<file path="src/rtl/bnn_axi_pkg.sv">
// Shared definitions for the BNN AXI read sequencer.
//   AXI_BURST_INCR - ARBURST encoding for incrementing bursts
//   AXI_SIZE_4B    - ARSIZE encoding for 4-byte beats
//   AXI_4K_BYTES   - AXI page size; a burst may not cross this boundary
//   seq_state_t    - sequencer FSM states
package bnn_axi_pkg;

  localparam logic [1:0]  AXI_BURST_INCR = 2'b01;
  localparam logic [2:0]  AXI_SIZE_4B    = 3'b010;
  localparam logic [12:0] AXI_4K_BYTES   = 13'd4096;

  typedef enum logic [1:0] {
    IDLE,
    ADDR,
    DATA,
    DONE
  } seq_state_t;

endpackage

</file>
<file path="src/rtl/bnn_burst_sizer.sv">
// Combinational burst sizer: picks the beat count of the next burst as the
// smallest of the words still to fetch, the burst limit and the words left
// before the next 4 KB page boundary.
// Ports:
//   addr      in  12     page offset of the next burst start (word aligned)
//   remaining in  LEN_W  words still to fetch (non-zero when used)
//   beats     out 9      beats for the next burst, 1..MAX_BURST
module bnn_burst_sizer
  import bnn_axi_pkg::*;
#(
  parameter int MAX_BURST = 16,
  parameter int LEN_W     = 20
) (
  input  logic [11:0]      addr,
  input  logic [LEN_W-1:0] remaining,
  output logic [8:0]       beats
);

  logic [12:0] page_bytes;
  logic [10:0] page_beats;
  logic [10:0] lim;

  always_comb begin
    // 1..4096 bytes left in the page; the offset is word aligned so >= 1 beat
    page_bytes = AXI_4K_BYTES - {1'b0, addr};
    page_beats = 11'(page_bytes >> 2);
    lim        = 11'(MAX_BURST);
    if (page_beats < lim) lim = page_beats;
    if (32'(remaining) < 32'(lim)) lim = 11'(remaining);
    beats = 9'(lim);
  end

endmodule

</file>
<file path="src/rtl/bnn_axi_read_sequencer.sv">
// Fetch sequencer for the BNN accelerator on the M00 AXI4 read master.
// Splits a word transfer into INCR bursts that never cross a 4 KB page,
// keeps one burst outstanding, and passes R beats straight to the compute
// stream with no buffering.
// Ports:
//   clk, reset         system clock, async active-high reset
//   start              1-cycle request, honoured only in IDLE
//   base_addr          byte address of first word (bits [1:0] ignored)
//   num_words          words to fetch, sampled with start
//   busy / done        transfer in flight / 1-cycle completion pulse
//   error              sticky RRESP or RLAST fault, cleared by next start
//   m_axi_ar*          AR channel (registered, held stable until arready)
//   m_axi_r*           R channel (rready = out_ready while in DATA)
//   out_data/valid/    compute stream; out_last marks the final word
//   last/ready
//
// state | meaning
// IDLE  | waiting for start
// ADDR  | present AR for the next burst (first cycle loads it, then hold)
// DATA  | forward R beats until the burst beat count runs out
// DONE  | one-cycle done pulse, then back to IDLE
module bnn_axi_read_sequencer
  import bnn_axi_pkg::*;
#(
  parameter int MAX_BURST = 16,
  parameter int LEN_W     = 20
) (
  input  logic             clk,
  input  logic             reset,
  input  logic             start,
  input  logic [31:0]      base_addr,
  input  logic [LEN_W-1:0] num_words,
  output logic             busy,
  output logic             done,
  output logic             error,
  output logic [31:0]      m_axi_araddr,
  output logic [7:0]       m_axi_arlen,
  output logic [2:0]       m_axi_arsize,
  output logic [1:0]       m_axi_arburst,
  output logic             m_axi_arvalid,
  input  logic             m_axi_arready,
  input  logic [31:0]      m_axi_rdata,
  input  logic [1:0]       m_axi_rresp,
  input  logic             m_axi_rlast,
  input  logic             m_axi_rvalid,
  output logic             m_axi_rready,
  output logic [31:0]      out_data,
  output logic             out_valid,
  output logic             out_last,
  input  logic             out_ready
);

  seq_state_t       state;
  logic [31:0]      addr;
  logic [LEN_W-1:0] remaining;
  logic [8:0]       beat_cnt;
  logic [8:0]       beats;
  logic             beat_fire;

  bnn_burst_sizer #(
    .MAX_BURST (MAX_BURST),
    .LEN_W     (LEN_W)
  ) u_sizer (
    .addr      (addr[11:0]),
    .remaining (remaining),
    .beats     (beats)
  );

  assign m_axi_arsize  = AXI_SIZE_4B;
  assign m_axi_arburst = AXI_BURST_INCR;

  // Zero-latency pass-through between R channel and the compute stream
  assign m_axi_rready = (state == DATA) & out_ready;
  assign out_valid    = (state == DATA) & m_axi_rvalid;
  assign out_data     = m_axi_rdata;
  assign out_last     = out_valid & (remaining == LEN_W'(1));
  assign beat_fire    = out_valid & out_ready;

  assign busy = (state == ADDR) || (state == DATA);
  assign done = (state == DONE);

  always_ff @(posedge clk or posedge reset) begin
    if (reset) begin
      state         <= IDLE;
      addr          <= '0;
      remaining     <= '0;
      beat_cnt      <= '0;
      error         <= 1'b0;
      m_axi_araddr  <= '0;
      m_axi_arlen   <= '0;
      m_axi_arvalid <= 1'b0;
    end else begin
      case (state)
        IDLE: begin
          if (start) begin
            error <= 1'b0;
            if (num_words != '0) begin
              addr      <= base_addr & 32'hFFFF_FFFC;
              remaining <= num_words;
              state     <= ADDR;
            end else begin
              state <= DONE;
            end
          end
        end
        ADDR: begin
          // Load AR from the sizer once, then hold it until the handshake
          if (!m_axi_arvalid) begin
            m_axi_araddr  <= addr;
            m_axi_arlen   <= 8'(beats - 9'd1);
            m_axi_arvalid <= 1'b1;
          end else if (m_axi_arready) begin
            m_axi_arvalid <= 1'b0;
            beat_cnt      <= {1'b0, m_axi_arlen} + 9'd1;
            state         <= DATA;
          end
        end
        DATA: begin
          if (beat_fire) begin
            beat_cnt  <= beat_cnt - 9'd1;
            remaining <= remaining - LEN_W'(1);
            addr      <= addr + 32'd4;
            if (m_axi_rresp != 2'b00) error <= 1'b1;
            // Our beat count ends the burst; rlast is only cross-checked
            if (m_axi_rlast != (beat_cnt == 9'd1)) error <= 1'b1;
            if (beat_cnt == 9'd1) begin
              state <= (remaining == LEN_W'(1)) ? DONE : ADDR;
            end
          end
        end
        DONE: state <= IDLE;
        default: state <= IDLE;
      endcase
    end
  end

endmodule

</file>
<file path="config.mk">
export PLATFORM = sky130hd
export DESIGN_NAME = bnn_axi_read_sequencer
export DESIGN_NICKNAME = d
export VERILOG_FILES = /design/src/rtl/bnn_axi_pkg.sv /design/src/rtl/bnn_burst_sizer.sv /design/src/rtl/bnn_axi_read_sequencer.sv
export SDC_FILE = /design/constraint.sdc
export NUM_CORES = 1
export LEC_CHECK = 0
export ABC_AREA = 1
export BUFFER_PORTS_ARGS = -buffer_cell sky130_fd_sc_hd__buf_4
export CAP_MARGIN = 20
export CORE_UTILIZATION = 50
export DETAILED_ROUTE_END_ITERATION = 10
export PLACE_DENSITY = 0.78
export SETUP_SLACK_MARGIN = 0.02
export SLEW_MARGIN = 5
export SYNTH_ARGS = -nofsm -noshare
export SYNTH_HDL_FRONTEND = slang
export SYNTH_HIERARCHICAL = 1
export SYNTH_SLANG_ARGS = --single-unit
</file>
<file path="constraint.sdc">
create_clock -name clk -period 3.7 [get_ports clk]
set_clock_uncertainty 0.15 [all_clocks]
set_input_delay 1.11 -clock clk [delete_from_list [all_inputs] [get_ports clk]]
set_output_delay 1.11 -clock clk [all_outputs]
set_load 0.01 [all_outputs]
</file>
# Word-level counts from Yosys, hierarchy flattened
# Index checks and enable logic that the tools add are counted.
[totals] inputBits=93 elab_cells=74 register_bits=105 output_inout_bits=84
[op_classes] muxes=29 eq_ne=13 bitwise=5 magnitude_cmp=2 add_sub_neg=6 n_reduce_logical=11
[op_table] cell="32-bit two-way mux" n=3
[op_table] cell="32-bit one-hot mux with 2 select lines" n=1
[op_table] cell="20-bit two-way mux" n=3
[op_table] cell="20-bit one-hot mux with 2 select lines" n=1
[op_table] cell="32-bit by 3-bit adder with 32-bit output, second input constant" n=1
[op_table] cell="9-bit two-way mux" n=3
[op_table] cell="20-bit by 1-bit == test with 1-bit output, second input constant" n=1
[op_table] cell="20-bit by 11-bit less-than comparator with 1-bit output" n=1
[op_table] cell="20-bit nonzero test" n=1
[op_table] cell="20-bit by 1-bit subtractor with 20-bit output, second input constant" n=1
[op_table] cell="9-bit one-hot mux with 2 select lines" n=1
[op_table] cell="2-bit two-way mux" n=7
[op_table] cell="13-bit by 12-bit subtractor with 13-bit output, first input constant" n=1
[op_table] cell="4-bit AND reduction" n=3
[op_table] cell="11-bit by 5-bit less-than comparator with 1-bit output, second input constant" n=1
[op_table] cell="11-bit two-way mux" n=1
[op_table] cell="2-bit inequality test, second input constant" n=5
[op_table] cell="8-bit by 1-bit adder with 9-bit output, second input constant" n=1
[op_table] cell="9-bit by 1-bit == test with 1-bit output, second input constant" n=1
[op_table] cell="9-bit by 1-bit subtractor with 9-bit output, second input constant" n=1
[op_table] cell="8-bit two-way mux" n=1
[op_table] cell="2-bit one-hot mux with 4 select lines" n=1
[op_table] cell="8-bit by 1-bit subtractor with 8-bit output, second input constant" n=1
[op_table] cell="1-bit two-way mux" n=6
[op_table] cell="other kinds (13)" n=19

# Depth between registers and ports, before layout
# Gate-level depths: netlist of the first run.
[logic_depth] depth_word=6 mapped_depth=25 depth_no_buf=25

# By module
# Netlist of the first run, hierarchy kept.
[modules_own_cells] mod="bnn_axi_read_sequencer" area_each_um2=6864.1 instances=1 cells_per_inst=1041
[modules_own_cells] mod="bnn_burst_sizer" area_each_um2=678.2 instances=1 cells_per_inst=116

# Worst setup path before layout of the first run
# OpenSTA, ideal clock, no wires.
[synth_timing] path_kind="flip-flop to flip-flop" startpoint="reg addr[4]" endpoint="reg m_axi_arlen[6]" t_arrival_ns=2.955 n_path_buf=0 slack_ns=0.459 setup_ns=0.135 path_stages_with_launch=24 period_less_slack_ns=3.241 required_ns=3.415 path_cell_list="dfrtp_1 -> or2_1 -> nor2_1 -> nand3_1 -> nand2_1 -> nor2_1 -> nand2_1 -> inv_2 -> ha_1 -> a21oi_1 -> nand3b_1 -> a21oi_1 -> a21oi_1 -> nand2_1 -> nor3_4 -> nand2_8 -> nand2_2 -> nand2_1 -> inv_1 -> ha_1 -> nand3_1 -> nor2_1 -> xnor2_1 -> o21ai_0"
[synth_between] elab_chain_len=6
[synth_lines] item="start: declaration" line="bnn_axi_read_sequencer.sv:54" rtl="logic [31:0] addr;"
[synth_lines] item="start signal: assignment" line="bnn_axi_read_sequencer.sv:98" rtl="addr <= base_addr & 32'hFFFF_FFFC;"
[synth_lines] item="start signal: assignment" line="bnn_axi_read_sequencer.sv:122" rtl="addr <= addr + 32'd4;"
[synth_lines] item="13-bit by 12-bit subtractor with 13-bit output (*)" line="bnn_burst_sizer.sv:25" rtl="page_bytes = AXI_4K_BYTES - {1'b0, addr};"
[synth_lines] item="11-bit by 5-bit less-than comparator with 1-bit output" line="bnn_burst_sizer.sv:28" rtl="if (page_beats < lim) lim = page_beats;"
[synth_lines] item="11-bit two-way mux (*)" line="bnn_burst_sizer.sv:28"
[synth_lines] item="20-bit by 11-bit less-than comparator with 1-bit output" line="bnn_burst_sizer.sv:29" rtl="if (32'(remaining) < 32'(lim)) lim = 11'(remaining);"
[synth_lines] item="8-bit two-way mux (*)" line="bnn_burst_sizer.sv:29"
[synth_lines] item="named net beats[0]" line="bnn_axi_read_sequencer.sv:57" rtl="logic [8:0] beats;"
[synth_lines] item="8-bit by 1-bit subtractor with 8-bit output (*)" line="bnn_axi_read_sequencer.sv:110" rtl="m_axi_arlen <= 8'(beats - 9'd1);"
[synth_lines] item="end signal: assignment" line="bnn_axi_read_sequencer.sv:110"
[synth_lines] item="end: declaration" line="bnn_axi_read_sequencer.sv:37" rtl="output logic [7:0] m_axi_arlen,"
# The timed path passes the listed nets; every way through them passes the cells marked *.
# A chain may end at the register's enable or synchronous reset.

# Worst setup path after layout of the first run
[layout_timing] startpoint="reg addr[5]" endpoint="reg m_axi_arlen[6]"
# Same word-level chain as after synthesis.

==> results of run 1 <==
==> timing repair <==
action                                  4_1_cts  5_1_grt
setup buffers                                 0       12
endpoints found under the setup margin        0        6
hold buffers                                  0        0
gates resized for setup                       0       15
endpoints found under the hold margin         0        0
==> per-stage QoR <==
step                       util  hold slack [ps]  instances  total power [mW]  worst slack (ps)
after CTS                 0.585              337       1410              7.05               102
after global placement    0.563              308       1394              5.88               220
after global routing      0.594              357       1422              7.82             -4.94
after floorplan               -              299       1167              4.99               467
after detailed placement  0.563              320       1394              6.00               122
final                     0.594              332       1422              7.15               194
==> per-layer routing <==
metal,up-vias,wire [um],global-route usage,part of all wire
met5,-,0,0,0
met4,0,258,0.0716,0.014
met3,22,1280,0.0524,0.067
met2,226,8820,0.391,0.46
met1,3372,8750,0.337,0.46
li1,3740,-,-,-
==> power by group through the flow <==
| stage | clock [mW] | combinational (mW) | sequential [mW] |
|---|---|---|---|
| 6_report | 1.03 | 3.91 | 2.21 |
| 5_1_grt | 1.10 | 4.43 | 2.29 |
| 4_1_cts | 1.05 | 3.80 | 2.20 |
| 3_5_place_dp | 0 | 3.78 | 2.21 |
| 3_3_place_gp | 0 | 3.68 | 2.20 |
| 2_1_floorplan | 0 | 2.81 | 2.18 |
==> cell type report <==
type                            instances  area (um2)
Clock inverter                          5        66.3
Fill cell                            1384        5920
Tap cell                              184         230
Inverter                              113         430
Clock buffer                           11         253
Multi-Input combinational cell        882        4170
Sequential cell                       101        2530
Timing Repair Buffer                  126         983
==> sequential cells by signal, summed over array words and instances (netlist names) <==
name / flops
remaining: 20
state: 2
m_axi_arvalid: 1
m_axi_arlen: 8
error: 1
addr: 30
m_axi_araddr: 30
beat_cnt: 9
==> critical path, delay by kind of cell, from the launching register on <==
kind | cells | cell delay (ps)
adders and majority gates | 2 | 350
DFF | 1 | 490
AOI/OAI and AO/OA | 4 | 380
buffers and inverters | 3 | 290
xor gates and xnor gates | 1 | 170
and+or+nand+nor | 15 | 1540
==> final timing paths <==
check,startpoint,endpoint,slack [ps],depth (start not counted)
setup reg to reg,addr[5],m_axi_arlen[6],190,25
setup / recovery,addr[5],m_axi_arlen[6],190,25
hold / removal,error,error,330,2
min in group asynchronous,reset,m_axi_araddr[8],770,2
hold reg to reg,error,error,330,2
max in group asynchronous,reset,addr[5],1980,3
==> results.yml, run 1 <==
clock_network:
  clock_sinks: 101
  cts-htree-levels: 3
  cts_tree: "built"
  clk_pin_slew_worst_paths_ps: 70
  clock_latency_ps: 360
  root_buffer: "clkbuf_16"
  numCtsBuffers: 9
  clockBufferDepth: 2
power_and_ir_drop:
  cellLeakagePower_nw: 4.46
  pwr-share-seq: 0.309
  ir_drop_v: 0.000373
  combPwrFrac: 0.546
  power_density_nw_per_um2: 825
  swShare: 0.491
  p_sw_mw: 3.51
  p_int_mw: 3.64
  p_clk_frac: 0.144
routing:
  final_antenna_net_count: 0
  drt_iter0_drc: 597
  via_count: 7360
  drt-total-wl_um: 19100
  firstDrtPassIters: 8
  drc: 0
  via_per_inst: 5.18
  wl_per_cell_um: 13.4
layout:
  fin_area_um2: 8670
  diodes: 0
  layout_commonest_cell: "nand2_1"
  final_cell_mix: "nand2_1, nor2_1, buf_4"
  drive_gt1_frac: 0.175
  area_growth_syn_to_layout_pct: 15.1
  fin_nets: 1348
grt:
  grt_pass1_wl_um: 31300
  grt_pass1_vias: 6625
  antenna_found_initial: 0
  overflow: 0
  grt_max_degree: 80
  track_usage: 0.246
setup_path:
  start_kind: "register"
  required_ps: 3770
  cp_max_fo: 8
  slowest_delay_ps: 490
  critPathSlowestCell: "dfrtp_2"
  endpoint_kind: "register"
  crit_type: "register to register"
  arrival_ps: 3580
status:
  status: "complete, no violations"
synth:
  yosys_warnings: 6
  syn_area_per_cell_um2: 6.52
  synthCells: 1155
  syn-cell-area_um2: 7530
die:
  die_h_um: 125
  dieArea_um2: 15600
  die_width_um: 125
  std_cell_rows: 44
  core_area_um2: 14600
  start_util: 0.516
  io-pin-count: 177
job:
  maxCapViolations: 0
sta:
  drv_slew: 0
  fmax_ghz: 0.285
  timing.setup.tns_ps: 0
  fin_crit_sh: 0.947
  max_slew_margin: 0.414
  worstMarginPinSlew_ps: 879
  hold_violations: 0
  period_minus_slack_ps: 3510
  setup_viol: 0
placement:
  numPortBuffers: 103
  gp_congestion: 0.929
  hpwl_um: 13800
  placed_area_um2: 8210
hold_path:
  hold_path_class: "register to register"
Note: power is estimated with default switching activity, not from simulation.
==> inputs of run 2 (changes only) <==
PLACE_DENSITY = 0.8   (was 0.78)
==> run 2 against run 1 <==
Against the previous run: global-route usage decreased by 0.30 points; first-iteration DRC count shrank 8.4%; critical path depth fell by 1; final area is 0.68% lower; total power shrank 1.1%; register-to-register slack gained 70 ps; count of clock-buffer cells in the layout is 2 lower; sequential power is essentially flat.
==> results.yml, run 2 (synthesis results as in run 1) <==
routing:
  wl_per_cell_um: 13.4
  firstDrtPassIters: 5
  drt_iter0_drc: 547
  via_per_inst: 5.20
  final_antenna_net_count: 0
  drt-total-wl_um: 19000
  via_count: 7384
  drc: 0
grt:
  grt_max_degree: 70
  antenna_found_initial: 0
  track_usage: 0.243
  grt_pass1_wl_um: 30800
  grt_pass1_vias: 6374
  overflow: 0
layout:
  final_cells: 1419
  area_growth_syn_to_layout_pct: 14.3
  drive_gt1_frac: 0.175
  multiInputGateArea_um2: 4170
  fillerInstances: 1386
  utilization: 0.590
  final_cell_mix: "nand2_1, nor2_1, buf_4"
  reg_top3: "addr (30), m_axi_araddr (30), remaining (20)"
  seqCellArea_um2: 2540
  fin_nets: 1345
  diodes: 0
  layout_commonest_cell: "nand2_1"
placement:
  hpwl_um: 13800
  gp_congestion: 0.922
  place_ws_ps: 146
  dp.cells: 1394
  numPortBuffers: 103
power_and_ir_drop:
  combPwrFrac: 0.548
  p_sw_mw: 3.54
  swShare: 0.500
  cellLeakagePower_nw: 4.43
  power_density_nw_per_um2: 822
  p_int_mw: 3.54
  pwr-share-seq: 0.314
  ir_drop_v: 0.000431
  p_clk_frac: 0.138
setup_path:
  cp-endpoint: "m_axi_arlen[6]"
  r2r_setup_slack_ps: 270
  startpoint: "addr[5]"
  arrival_ps: 3500
  r2r_start: "addr[5]"
  endpoint_kind: "register"
  reg2reg_depth: 24
  r2r-end: "m_axi_arlen[6]"
  crit_type: "register to register"
  start_kind: "register"
  cp_max_fo: 8
  required_ps: 3770
die:
  start_util: 0.516
  die_h_um: 125
  std_cell_rows: 44
  dieArea_um2: 15600
  die_width_um: 125
  core_area_um2: 14600
  io-pin-count: 177
clock_network:
  cts_hold_buffers: 0
  root_buffer: "clkbuf_16"
  cts-htree-levels: 3
  clk_pin_slew_worst_paths_ps: 80
  cts_tree: "built"
  clock_latency_ps: 370
  clock_sinks: 101
  clockBufferDepth: 2
  numCtsBuffers: 9
sta:
  max_slew_margin: 0.472
  timing.setup.tns_ps: 0
  setup_viol: 0
  worstMarginPinSlew_ps: 791
  fin_crit_sh: 0.928
  fin_ws_ps: 265
  finalHoldWorstSlack_ps: 335
  fmax_ghz: 0.291
  period_minus_slack_ps: 3430
  drv_slew: 0
  rsz0062_at_grt: "no"
  hold_violations: 0
status:
  status: "complete, no violations"
job:
  maxCapViolations: 0
hold_path:
  hold_path_class: "register to register"
## run 2: cell types whose count changed in the layout (fill, tap and decap cells not counted)
cell | before | now
or2_1 | 2 | 1
bufinv_16 | 1 | 0
inv_6 | 1 | 2
dfrtp_2 | 6 | 7
dfrtp_1 | 95 | 94
buf_4 | 123 | 122
or2_4 | 0 | 1
clkbuf_8 | 2 | 0
clkinv_8 | 0 | 2
clkinvlp_4 | 2 | 1
clkinv_4 | 1 | 2
buf_12 | 3 | 1
## run 2: how the worst min path moves through the flow
stage | slack (ps) | cells after the start | start | end
4_1_cts | 340 | 2 | m_axi_araddr[5] | m_axi_araddr[5]
6_report | 340 | 2 | m_axi_araddr[5] | m_axi_araddr[5]
3_5_place_dp | 330 | 2 | beat_cnt[6] | beat_cnt[6]
2_1_floorplan | 300 | 2 | beat_cnt[6] | beat_cnt[6]
5_1_grt | 370 | 2 | m_axi_araddr[2] | m_axi_araddr[2]
3_3_place_gp | 310 | 2 | beat_cnt[6] | beat_cnt[6]
## run 2: metrics by stage
| stage | instance area, um2 | total power, mW |
|---|---|---|
| after floorplan | 7580 | 4.99 |
| after global placement | 8190 | 5.86 |
| after detailed placement | 8190 | 5.97 |
| after CTS | 8490 | 6.97 |
| after global routing | 8610 | 7.73 |
| final | 8610 | 7.08 |
## run 2: final cells by class
| type | instances | share of cell area |
|---|---|---|
| repair buffers | 123 | 0.109 |
| well taps | 184 | 0.0267 |
| clock buffers | 9 | 0.0262 |
| flip-flops and latches | 101 | 0.295 |
| inverters | 113 | 0.0500 |
| multi-input cells | 882 | 0.485 |
| clock inverters | 7 | 0.00915 |
## run 2: worst max-delay path, cell delays in order, from the launching register on
cell and delay [ps]:
dfrtp_2 460, or2_4 260, nor2_4 110, nand3_1 70, nand2_1 80, nor2_1 60
nand2_2 100, inv_2 60, ha_1 170, a21oi_1 100, nand3b_1 120, a21oi_1 70
a21oi_1 110, nand2_1 90, nor3_4 230, buf_12 150, nand2_8 80, nand2_2 60
nand2_1 50, inv_1 80, ha_2 190, nand3_1 90, nor2_1 140, xnor2_1 140
o21ai_1 90
## run 2: per-layer routing
metal  vias up  global-route usage  wire (um)
met1      3401               0.344       8740
li1       3736                   -          -
met4         0              0.0702        309
met5         -                   0          0
met2       221               0.382       8800
met3        26              0.0417       1180
## run 2: power groups by stage
stage	clock, mW	sequential (mW)	combinational (mW)
final	0.975	2.22	3.88
after global routing	1.03	2.30	4.39
after CTS	0.987	2.21	3.77
after detailed placement	0	2.23	3.74
after global placement	0	2.21	3.65
after floorplan	0	2.18	2.81
## run 2: timing repair
item | in CTS | in global routing
resized for setup | 0 | 17
setup buffers | 0 | 9
endpoints found under the setup margin | 0 | 5
